$ cat src/rtl/serial_paralelo_sync.sv
// serial_paralelo_sync: serial-to-parallel converter with comma alignment and link-lock tracking
// Ports: clk_32f bit clock; reset sync active-high; data_input/valid_input serial bit (MSB first) and its qualifier;
// data_output last aligned word (first bit in MSB); valid_output one-cycle word strobe;
// active_output link locked; comma_count aligned commas counted toward lock (saturates at LOCK_COUNT).
module serial_paralelo_sync #(
  parameter int WIDTH = 8,
  parameter logic [WIDTH-1:0] COMMA = 8'hBC,
  parameter int LOCK_COUNT = 4,
  parameter int LOSS_WORDS = 8,
  parameter int CW = $clog2(LOCK_COUNT+1)
) (
  input  logic             clk_32f,
  input  logic             reset,
  input  logic             data_input,
  input  logic             valid_input,
  output logic [WIDTH-1:0] data_output,
  output logic             valid_output,
  output logic             active_output,
  output logic [CW-1:0]    comma_count
);
  localparam int BW = $clog2(WIDTH);
  localparam int FW = $clog2(WIDTH+1);
  localparam int MW = $clog2(LOSS_WORDS+2);
  typedef enum logic [1:0] {HUNT, SYNC, LOCKED} state_t;
  state_t state;
  logic [WIDTH-1:0] sr, sr_next;
  logic [BW-1:0] bit_cnt;
  logic [FW-1:0] fill;
  logic [MW-1:0] miss;
  logic filled, word_done, is_comma;
  assign sr_next = {sr[WIDTH-2:0], data_input};
  // detection counts the bit being sampled on this edge
  assign filled = fill >= FW'(WIDTH-1);
  assign word_done = bit_cnt == BW'(WIDTH-1);
  assign is_comma = sr_next == COMMA;
  always_ff @(posedge clk_32f) begin
    if (reset) begin
      state <= HUNT;
      sr <= '0;
      bit_cnt <= '0;
      fill <= '0;
      miss <= '0;
      data_output <= '0;
      valid_output <= 1'b0;
      active_output <= 1'b0;
      comma_count <= '0;
    end else begin
      valid_output <= 1'b0;
      if (valid_input) begin
        sr <= sr_next;
        if (fill != FW'(WIDTH)) fill <= fill + 1'b1;
        bit_cnt <= word_done ? '0 : bit_cnt + 1'b1;
        if (state == HUNT) begin
          if (filled && is_comma) begin
            data_output <= COMMA;
            valid_output <= 1'b1;
            bit_cnt <= '0;
            comma_count <= CW'(1);
            state <= (LOCK_COUNT == 1) ? LOCKED : SYNC;
            active_output <= (LOCK_COUNT == 1);
          end
        end else if (word_done) begin
          data_output <= sr_next;
          valid_output <= 1'b1;
          if (state == SYNC) begin
            if (!is_comma) begin
              state <= HUNT;
              comma_count <= '0;
            end else begin
              comma_count <= comma_count + 1'b1;
              if (comma_count + 1'b1 == CW'(LOCK_COUNT)) begin
                state <= LOCKED;
                active_output <= 1'b1;
              end
            end
          end else if (is_comma) begin
            miss <= '0;
          end else if (LOSS_WORDS != 0 && miss + 1'b1 == MW'(LOSS_WORDS)) begin
            state <= HUNT;
            active_output <= 1'b0;
            comma_count <= '0;
            miss <= '0;
          end else begin
            miss <= miss + 1'b1;
          end
        end
      end
    end
  end
endmodule

$ cat config.mk
export PLATFORM = sky130hd
export DESIGN_NAME = serial_paralelo_sync
export DESIGN_NICKNAME = d
export VERILOG_FILES = /design/src/rtl/serial_paralelo_sync.sv
export SDC_FILE = /design/constraint.sdc
export NUM_CORES = 1
export LEC_CHECK = 0
export BUFFER_PORTS_ARGS = -buffer_cell sky130_fd_sc_hd__buf_2
export CAP_MARGIN = 40
export CORE_UTILIZATION = 57
export DETAILED_ROUTE_END_ITERATION = 6
export GPL_TIMING_DRIVEN = 1
export PLACE_DENSITY = 0.82
export SYNTH_ARGS = -nofsm -noshare
export SYNTH_HDL_FRONTEND = slang
export SYNTH_SLANG_ARGS = --single-unit
$ cat constraint.sdc
create_clock -name clk_32f -period 2.3 [get_ports clk_32f]
set_input_delay 0.46 -clock clk_32f [delete_from_list [all_inputs] [get_ports clk_32f]]
set_output_delay 0.46 -clock clk_32f [all_outputs]
set_load 0.05 [all_outputs]
==> impl_metrics.yaml <==
run_status:
  status: "finished clean"
setup_path:
  critPathMaxFanout: 7
  worstSetupPathDepth: 6
  required_ns: 2.57
  critPathCaptureType: "register"
  crit_slowest_cell: "dfxtp_1"
  reg2reg_from: "miss[0]$_SDFFE_PP0P_"
  worst_path_largest_cell_delay_ns: 0.45
  crit_type: "register to register"
  critPathLaunchType: "register"
  r2r-end: "active_output$_SDFFE_PP0P_"
  reg2regPathDepth: 6
  critPathBufInv: 0
  cp.arrival_ns: 2.17
  crit_chain: "ha_1, nor4bb_1, nand2b_1, o21ai_0, a221oi_2, mux2i_1"
  reg2reg_slack_ns: 0.39
  cp_top_family: "simple AND/OR/NAND/NOR gates"
global_routing:
  grt_pass1_wl_um: 5250
  grt_pass1_vias: 1231
  antenna_found_initial: 0
  gr-total-overflow: 0
  grt_usage_pct: 25.0
  grt_max_degree: 33
logic_synthesis:
  ys_ff_latch: 33
  yosys_warnings: 0
  ys_async_sr_fraction_pct: 0
  syn_area_um2: 1580
  syn-num-nets: 189
  synth_edf_count: 0
  ys_seq_area_share_pct: 41.8
  synth_area_per_cell_um2: 8.93
  syn_inst: 177
  synth_flop_cell: "dfxtp_1"
  yosys.cell_types.count: 39
clock_network:
  cts_resized: 0
  cts_tree: "built"
  cts_hold_buf: 0
  cts_inserted_buffers: 5
  cts_root_buf: "clkbuf_4"
  worstSkewPairLatency_ns: 0.33
  path_clk_slew_ns: 0.11
  cts_buffer_depth: 2
  cts_num_sinks: 33
  htree_levels: 2
  cts_setup_buffers: 0
place:
  place.gp.congestion: 0.830
  hpwl_um: 2390
  portBuffers: 16
die:
  start_util_pct: 62.1
  dieArea_um2: 2990
  rows: 18
  fp.dieH_um: 54.7
  io_pins: 17
  fp.dieW_um: 54.7
  core_area_um2: 2540
power_and_ir_drop:
  peakVddDrop_uv: 486
  power_density_nw_per_um2: 619
  leakagePower_uw: 0.000758
drt:
  first_iter_violations: 31
  ant_nets: 0
  routed_wl_um: 3280
  wl_per_cell_um: 14.7
  drc: 0
  drtPass1Iterations: 4
  vias: 1322
  viasPerCell: 5.93
min_path:
  hp-class: "input pin to register"
  worstHoldPathCells: 3
  worstHoldEndpoint: "data_output[0]$_SDFFE_PP0P_"
  hold_start: "data_input"
timing:
  grt_setup_unrepaired: "false"
  slew_headroom_pct: 61.5
  hold_ws_ns: 0.415
  hold_viol: 0
  worst_pin_slew_ns: 0.578
  max_freq_mhz: 524
  fin_worst_skew_ns: 0.0134
  setup_tns_ns: 0
  timing.final.crit_share_pct: 82.9
  setup_violations: 0
  finalMaxSlewViolations: 0
  post-route-min-period_ns: 1.91
finish:
  diodes: 0
  drive_gt1_share_pct: 16.6
  finalNetCount: 205
  syn2layout_area_growth_pct: 9.26
flow_run:
  max_cap_viol_count: 0
cell usage after synthesis, drive strengths merged (5+ instances only):
| cell type | n | area (um^2) |
|---|---|---|
| dfxtp | 33 | 661 |
| nor2 | 27 | 101 |
| a21oi | 17 | 85.1 |
| nand3 | 11 | 67.6 |
| mux2i | 10 | 100 |
| nand2 | 9 | 33.8 |
| o21ai | 9 | 45.0 |
| ha | 8 | 100 |
| inv | 6 | 22.5 |
| o22ai | 6 | 37.5 |
| buf | 5 | 40.0 |
power breakdown:
group / internal (uW) / total, uW / leakage (uW) / switching (uW)
Clock: 221 / 411 / 0.0000410 / 190
Sequential: 581 / 592 / 0.000267 / 10.3
Combinational: 24.5 / 65.6 / 0.000450 / 41.1
Total: 827 / 1070 / 0.000758 / 241
how the worst max path moves through the flow:
stage                                startpoint                    endpoint
floorplan           comma_count[0]$_SDFFE_PP0P_  active_output$_SDFFE_PP0P_
global placement           miss[0]$_SDFFE_PP0P_  active_output$_SDFFE_PP0P_
detailed placement         miss[0]$_SDFFE_PP0P_  active_output$_SDFFE_PP0P_
CTS                        miss[0]$_SDFFE_PP0P_  active_output$_SDFFE_PP0P_
global route               miss[0]$_SDFFE_PP0P_  active_output$_SDFFE_PP0P_
finish                     miss[0]$_SDFFE_PP0P_  active_output$_SDFFE_PP0P_
cell usage in the layout (no fill, tap or decap), drive strengths merged, types with 5 or more instances in the layout:
cell	n
nand3	11
o22ai	6
buf	17
inv	6
mux2i	10
dfxtp	33
ha	8
nor2	27
nand2	9
a21oi	17
o21ai	9
clkbuf	5
worst register-to-register path, delay by kind of cell (launching register included):
kind	cells	cell delay, ns
mux	1	0.21
fa+ha+maj	1	0.23
simple gates	2	0.60
flops	1	0.45
compound gates	2	0.35
routing by layer:
| layer | track usage [%] | up-vias | part of all wire (%) |
|---|---|---|---|
| met3 | 6.67 | 5 | 5.1 |
| met1 | 28.3 | 624 | 43 |
| met2 | 43.4 | 42 | 51 |
| met4 | 10.7 | 0 | 0.88 |
| met5 | 0 | - | 0 |
| li1 | - | 651 | - |
final cells by class:
type	count	area, um^2
Clock buffer	5	37.5
Fill cell	208	818
Clock inverter	2	35.0
Timing Repair Buffer	17	87.6
Multi-Input combinational cell	130	846
Inverter	6	22.5
Sequential cell	33	661
Tap cell	30	37.5
cell families after synthesis:
logic type,synth area share (%)
simple gates,23.3
compound gates,14.8
flops,41.8
buf+inv,4.67
mux,6.33
fa+ha+maj,6.33
xor+xnor,2.77
sequential cells by signal, indices dropped and copies added (netlist names):
name           cells
miss               4
fill               4
comma_count        3
valid_output       1
bit_cnt            3
sr                 7
state              2
active_output      1
data_output        8
through the flow:
step           util [%]  total power [uW]  instance area [um^2]  setup slack (ns)  cells
6_report           67.8              1070                  1730             0.393    223
4_1_cts            67.8              1070                  1730             0.392    223
2_1_floorplan         -               657                  1580             0.526    177
3_3_place_gp       65.0               664                  1650             0.516    216
3_5_place_dp       65.0               670                  1650             0.423    216
5_1_grt            67.8              1090                  1730             0.200    223
Power figures use the tool's default switching activity.
